File: src/rtl/filter_coeff_sequencer.sv
// Latches CC values as F/Q table addresses on a sample tick, captures the registered
// table outputs and slew-limits the live coefficients toward them (3 clk tick-to-update).
module filter_coeff_sequencer #(
    parameter logic [17:0] MAX_STEP = 18'd1024
) (
    input  logic               clk,
    input  logic               rst,
    input  logic               sample_tick,
    input  logic        [6:0]  cutoff_cc,
    input  logic        [6:0]  resonance_cc,
    output logic        [6:0]  f_val,
    output logic        [6:0]  q_val,
    input  logic signed [17:0] f_result,
    input  logic signed [17:0] q_result,
    output logic signed [17:0] f_coeff,
    output logic signed [17:0] q_coeff,
    output logic               coeff_valid,
    output logic               overrun
);

    typedef enum logic [1:0] {
        IDLE  = 2'd0,
        FETCH = 2'd1,
        CAPT  = 2'd2,
        SLEW  = 2'd3
    } state_t;

    state_t             r_state;
    state_t             w_next;
    logic signed [17:0] r_f_tgt;
    logic signed [17:0] r_q_tgt;
    logic               r_primed;
    logic signed [17:0] w_f_next;
    logic signed [17:0] w_q_next;

    // 19-bit difference keeps the compare exact at the 18-bit extremes; the result
    // never passes the target, so truncating back to 18 bits is lossless.
    function automatic logic signed [17:0] slew_step(
        input logic signed [17:0] tgt,
        input logic signed [17:0] cur,
        input logic               primed
    );
        logic signed [18:0] tgt_x;
        logic signed [18:0] cur_x;
        logic signed [18:0] step;
        logic signed [18:0] d;
        logic signed [18:0] nxt;
        tgt_x = {tgt[17], tgt};
        cur_x = {cur[17], cur};
        step  = $signed({1'b0, MAX_STEP});
        d     = tgt_x - cur_x;
        nxt   = tgt_x;
        if (primed && (MAX_STEP != 18'd0)) begin
            if (d > step) begin
                nxt = cur_x + step;
            end else if (d < -step) begin
                nxt = cur_x - step;
            end
        end
        return nxt[17:0];
    endfunction

    assign w_f_next = slew_step(r_f_tgt, f_coeff, r_primed);
    assign w_q_next = slew_step(r_q_tgt, q_coeff, r_primed);

    always_comb begin
        w_next = r_state;
        case (r_state)
            IDLE:    if (sample_tick) w_next = FETCH;
            FETCH:   w_next = CAPT;
            CAPT:    w_next = SLEW;
            SLEW:    w_next = IDLE;
            default: w_next = IDLE;
        endcase
    end

    always_ff @(posedge clk) begin
        if (rst) begin
            r_state     <= IDLE;
            r_f_tgt     <= '0;
            r_q_tgt     <= '0;
            r_primed    <= 1'b0;
            f_val       <= '0;
            q_val       <= '0;
            f_coeff     <= '0;
            q_coeff     <= '0;
            coeff_valid <= 1'b0;
            overrun     <= 1'b0;
        end else begin
            r_state     <= w_next;
            coeff_valid <= 1'b0;
            if (sample_tick) begin
                if (r_state == IDLE) begin
                    f_val <= cutoff_cc;
                    q_val <= resonance_cc;
                end else begin
                    overrun <= 1'b1;
                end
            end
            if (r_state == CAPT) begin
                r_f_tgt <= f_result;
                r_q_tgt <= q_result;
            end
            if (r_state == SLEW) begin
                f_coeff     <= w_f_next;
                q_coeff     <= w_q_next;
                coeff_valid <= 1'b1;
                r_primed    <= 1'b1;
            end
        end
    end

endmodule

File: config.mk
export PLATFORM = sky130hd
export DESIGN_NAME = filter_coeff_sequencer
export DESIGN_NICKNAME = d
export VERILOG_FILES = /design/src/rtl/filter_coeff_sequencer.sv
export SDC_FILE = /design/constraint.sdc
export NUM_CORES = 1
export LEC_CHECK = 0
export CORE_MARGIN = 8
export CORE_UTILIZATION = 25
export DETAILED_ROUTE_END_ITERATION = 10
export SLEW_MARGIN = 10
export SYNTH_ARGS = -nofsm -noshare
export SYNTH_HDL_FRONTEND = slang
export SYNTH_SLANG_ARGS = --single-unit
File: constraint.sdc
create_clock -name clk -period 3.6 [get_ports clk]
set_input_delay 0.72 -clock clk [delete_from_list [all_inputs] [get_ports clk]]
set_output_delay 0.72 -clock clk [all_outputs]
set_load 0.02 [all_outputs]
* After elaboration in Yosys (flattened, before gate mapping)
Cells that the tools add are included.
** Word-level totals
- Flip-flop bits (word level) :: 91
- Bits of input ports :: 53
- Output and inout port bits :: 52
** Cells by class
- Add/subtract/negate cells :: 6
- Order comparisons :: 4
- Equality and inequality tests :: 4
- Mux-type cells :: 9
- Bitwise logic cells :: 1
- Reduce and logical (&&, ||, !) cells :: 3
** Operators with widths (number)
- 18-bit 2-to-1 mux :: 6
- 19-bit by 12-bit > comparator with 1-bit output, second input constant :: 2
- 19-bit by 11-bit < comparator with 1-bit output, second input constant :: 2
- 18-bit by 18-bit subtractor with 19-bit output :: 2
- 18-bit by 12-bit adder with 18-bit output, second input constant :: 2
- 18-bit by 12-bit subtractor with 18-bit output, second input constant :: 2
- 2-bit case mux with 4 select lines :: 1
- 2-bit equality test, second input constant :: 2
- 2-bit AND reduction :: 2
- 2-bit by 1-bit equality test with 1-bit output, second input constant :: 1
- 2-bit zero test :: 1
- 2-bit 2-to-1 mux :: 1
- 2-bit != test, second input constant :: 1
- 1-bit 2-to-1 mux :: 1
- 1-bit NOT :: 1

* Longest topological paths before layout
- Depth after elaboration :: 5
- Mapped depth :: 16

* Worst setup path before layout
Ideal clock, no wire load.
- Path kind :: register to register
- Start point :: register f_coeff[15]
- End point :: register f_coeff[13]
- Library setup time :: 0.135 ns
- Data arrival time :: 3.293 ns
- Data required time :: 3.465 ns
- Slack :: 0.172 ns
- Stages on the path, launching flop included :: 12
- Path buffers :: 0
- Cells stage by stage :: dfxtp_1 -> inv_1 -> ha_1 -> and3_1 -> and3_1 -> a2111oi_2 -> nand3_1 -> or4b_1 -> nor4_2 -> a21oi_1 -> a2111oi_0 -> o22ai_1
** On the way
- Longest elaborated chain between the ends :: 5
- Elaborated cells between the ends (all ways) :: 6
- Classes of those cells :: add/sub (1); order compare (2); mux (3)
** Ends and longest elaborated chain
- start: declaration :: RTL line 15 : output logic signed [17:0] f_coeff,
- start signal: assignment :: RTL line 105 : f_coeff <= w_f_next;
- 18-bit by 18-bit subtractor with 19-bit output (*) :: RTL line 51 : d = tgt_x - cur_x;
- 19-bit by 11-bit < comparator with 1-bit output :: RTL line 56 : end else if (d < -step) begin
- 18-bit 2-to-1 mux :: RTL line 56
- 18-bit 2-to-1 mux (*) :: RTL line 54 : if (d > step) begin
- 18-bit 2-to-1 mux (*) :: RTL line 53 : if (primed && (MAX_STEP != 18'd0)) begin
Mark *: on every way between the ends. The rest lies on a longest branch, timed or not.
A chain may end at the register's enable or synchronous reset.

* Worst setup path in the final report
- Start point :: register f_coeff[3]
- End point :: register f_coeff[11]
** On the way
- Longest elaborated chain between the ends :: 5
- Elaborated cells between the ends (all ways) :: 8
- Classes of those cells :: add/sub (3); order compare (2); mux (3)
** Ends and longest elaborated chain (RTL line)
- 18-bit by 18-bit subtractor with 19-bit output :: 51
- 19-bit by 11-bit < comparator with 1-bit output :: 56
- 18-bit 2-to-1 mux :: 56
- 18-bit 2-to-1 mux (*) :: 54
- 18-bit 2-to-1 mux (*) :: 53
Marked as above.

==> impl_metrics.toml <==
[clock_network]
postCtsHoldBufs = 0
cts.clk_slew.worst_paths_ps = 70
cts_tree = "built"
cts_buffers = 9
cts-htree-levels = 3
clockRootBuffer = "clkbuf_16"
cts.sinks = 91
clk-insertion-delay-late_ps = 350
cts_max_path_buffers = 2

[worst_hold_path]
hold_path_class = "reg -> reg"
worstHoldEndpoint = "f_val[0]"
hold_start = "f_val[0]"
holdPathStages = 2

[routing]
vias_per_cell = 4.93
ant_nets = 0
drtIter0Drc = 340
num_vias = 6283
dr.pass1.iters = 4
wl_um = 19700
post_drt_wl_per_cell_um = 15.4
drc = 0

[yosys]
yosys.area_share.simple = 0.205
synth_xor_area_frac = 0.0491
yosysUniqueCellTypes = 83
synth_compound_area_frac = 0.231
yosysSeqAreaShare = 0.276
synthArstFlopShare = 0
syn_area_per_cell_um2 = 8.15
synth_fa_ha_area_frac = 0.0876
synth_flop_cell = "dfxtp_1"
synth_cells = 810
synth_top_family_by_area = "compound AO/OA/AOI/OAI gates"
synth-edff-count = 0
yosys_warnings = 0
netlist_area_um2 = 6600
synth_seq_cells = 91
muxShareOfSynthArea = 0.0912
synth_fp_nets = 908

[pwr]
p_switching_uw = 3300
p_total_uw = 7170
p_int_uw = 3870
leakagePower_uw = 0.00332
vdd_drop_max_uv = 495
p_per_area_nw_per_um2 = 826
clockPowerShare = 0.133
p_sw_frac = 0.460
combinationalPowerShare = 0.687
seq_power_share = 0.180

[finish]
layout_common_cells = "clkdlybuf4s50_1, dfxtp_1, nor2_1, mux2i_1, nand2_1"
antennaDiodeCount = 0
design_area_um2 = 8680
finalNonFillerCells = 1275
multiInputGateArea_um2 = 4480
seqCellArea_um2 = 1820
num-fill-cells = 2711
final_common_cell = "clkdlybuf4s50_1"
drive_gt1_frac = 0.118
syn2layout_area_growth_pct = 31.5
nNetsFinal = 1033

[placed_design]
place_congestion = 0.898
dp_hpwl_um = 15100
io_buffers = 104
dpl_cell_area_um2 = 8260
place_inst = 1256

[global_routing]
grt_pass1_wl_um = 31300
grtUsageTotal = 0.120
grt_overflow = 0
grt_max_degree = 62
antenna_found_initial = 0
grt_pass1_vias = 5971

[sta]
fin_setup_tns_ps = 0
fin_crit_sh = 0.951
fin_crit_ps = 3420
tightest_slew_ps = 713
finalMaxSlewViolations = 0
fmax_mhz = 292
finalSetupViolCount = 0
maxSlewHeadroom = 0.524
hold_viol = 0
hold_ws_ps = 456
finClkSkew_ps = 11.6

[setup_path]
rr_startpoint = "f_coeff[3]"
cpMostUsedCell = "buf_4"
path_depth = 14
slowest_stage = "a2111oi_4"
path_max_fanout = 6
cp.arrival_ps = 3650
cp_cell_sequence = "inv_1 > ha_1 > a21oi_2 > buf_4 > a2111oi_4 > nor3_2 > o41ai_2 > xor2_1 > nand2b_1 > nor4_4 > a22oi_4 > buf_4 > a211oi_1 > a211oi_2"
worstSetupStartpointType = "register"
cpPeakStageDelay_ps = 430
r2r_setup_slack_ps = 180
r2r_cells = 14
critPathCaptureType = "register"
critPathKind = "reg -> reg"
cp_top_family = "compound AO/OA/AOI/OAI gates"
worst-path-buf-inv = 3
required_ps = 3820
critical_path.startpoint = "f_coeff[3]"
r2r_end = "f_coeff[11]"

[die]
die_w_um = 178
rows = 59
core_area_um2 = 26000
die_y_um = 178
dieArea_um2 = 31900
start_util = 0.254
ios = 105

[run_status]
status = "completed"

[flow_run]
maxCapViolCount = 0
[synth_stat cells (3+ instances only)]
library cell | n | area [um2]
a2111oi_0 | 4 | 35.0
a2111oi_2 | 3 | 45.0
a211oi_1 | 10 | 75.1
a21o_1 | 19 | 143
a21o_2 | 3 | 26.3
a21oi_1 | 55 | 275
a21oi_2 | 4 | 35.0
a22o_1 | 3 | 26.3
a22oi_1 | 6 | 45.0
a2bb2oi_1 | 4 | 35.0
a311oi_1 | 4 | 35.0
a31oi_1 | 9 | 56.3
a32o_1 | 3 | 30.0
and2_1 | 4 | 25.0
and3_1 | 8 | 50.1
buf_2 | 6 | 30.0
buf_6 | 3 | 33.8
clkbuf_1 | 28 | 105
dfxtp_1 | 91 | 1820
ha_1 | 43 | 538
inv_1 | 56 | 210
mux2i_1 | 59 | 591
nand2_1 | 58 | 218
nand2b_1 | 44 | 275
nand3_1 | 18 | 90.1
nand4_1 | 4 | 25.0
nor2_1 | 80 | 300
nor2b_1 | 3 | 18.8
nor3_1 | 17 | 85.1
nor4_1 | 8 | 50.1
nor4b_1 | 4 | 35.0
o211ai_1 | 9 | 67.6
o21a_1 | 8 | 60.1
o21ai_0 | 19 | 95.1
o21bai_1 | 4 | 30.0
o22ai_1 | 7 | 43.8
o311a_1 | 3 | 30.0
o31ai_1 | 4 | 30.0
o32ai_1 | 4 | 35.0
or3_1 | 4 | 25.0
xnor2_1 | 29 | 254
xor2_1 | 8 | 70.1
[worst min-delay path: stages (launching register included)]
cell	delay, ps
dfxtp_1	310
nand2_1	50
a21oi_1	50
[repair_timing]
action,4_1_cts,5_1_grt
resized for setup,0,22
setup buffers,0,3
endpoints found under the hold margin,0,0
endpoints found under the setup margin,0,36
[worst max path at each step]
stage                        endpoint  slack (ps)
after floorplan           f_coeff[13]         170
after global routing      f_coeff[11]         -30
after CTS                 f_coeff[11]           9
final                     f_coeff[11]         180
after detailed placement  f_coeff[11]          50
after global placement    q_coeff[13]          20
[sequential cells by signal, indices dropped and copies added, names as in the netlist]
register / count
coeff_valid: 1
overrun: 1
f_val: 7
r_f_tgt: 18
f_coeff: 18
r_q_tgt: 18
q_coeff: 18
r_state: 2
r_primed: 1
q_val: 7
[cell families after synthesis]
kind of cell	count (synthesis)
and+or+nand+nor	268
AOI/OAI and AO/OA	212
buffers and inverters	97
adders and majority gates	45
xor gates and xnor gates	37
muxes	60
DFF	91
[stage by stage]
| step | setup WS (ps) | utilization |
|---|---|---|
| floorplan | 172 | - |
| global placement | 19.0 | 0.318 |
| detailed placement | 51.1 | 0.318 |
| CTS | 9.19 | 0.329 |
| global route | -28.2 | 0.334 |
| finish | 177 | 0.334 |
[power by group through the flow]
| stage | registers [uW] | clock network (uW) | logic (uW) |
|---|---|---|---|
| 2_1_floorplan | 1340 | 0 | 3350 |
| 4_1_cts | 1290 | 990 | 4610 |
| 3_3_place_gp | 1310 | 0 | 4570 |
| 3_5_place_dp | 1310 | 0 | 4580 |
| 5_1_grt | 1310 | 1030 | 5410 |
| 6_report | 1290 | 955 | 4930 |
[cell type report]
class | instances | area share
inverters | 56 | 0.0242
repair buffers | 155 | 0.167
flip-flops and latches | 91 | 0.210
multi-input cells | 622 | 0.517
clock buffers | 9 | 0.0259
clock inverters | 7 | 0.00836
well taps | 335 | 0.0483
[layer usage]
metal / GRT usage / wire [um] / vias to the layer above
li1: - / - / 3172
met1: 0.150 / 8670 / 2961
met2: 0.211 / 9810 / 129
met3: 0.0197 / 876 / 21
met4: 0.0307 / 314 / 0
met5: 0 / 0 / -
Note: power is estimated with default switching activity, not from simulation.
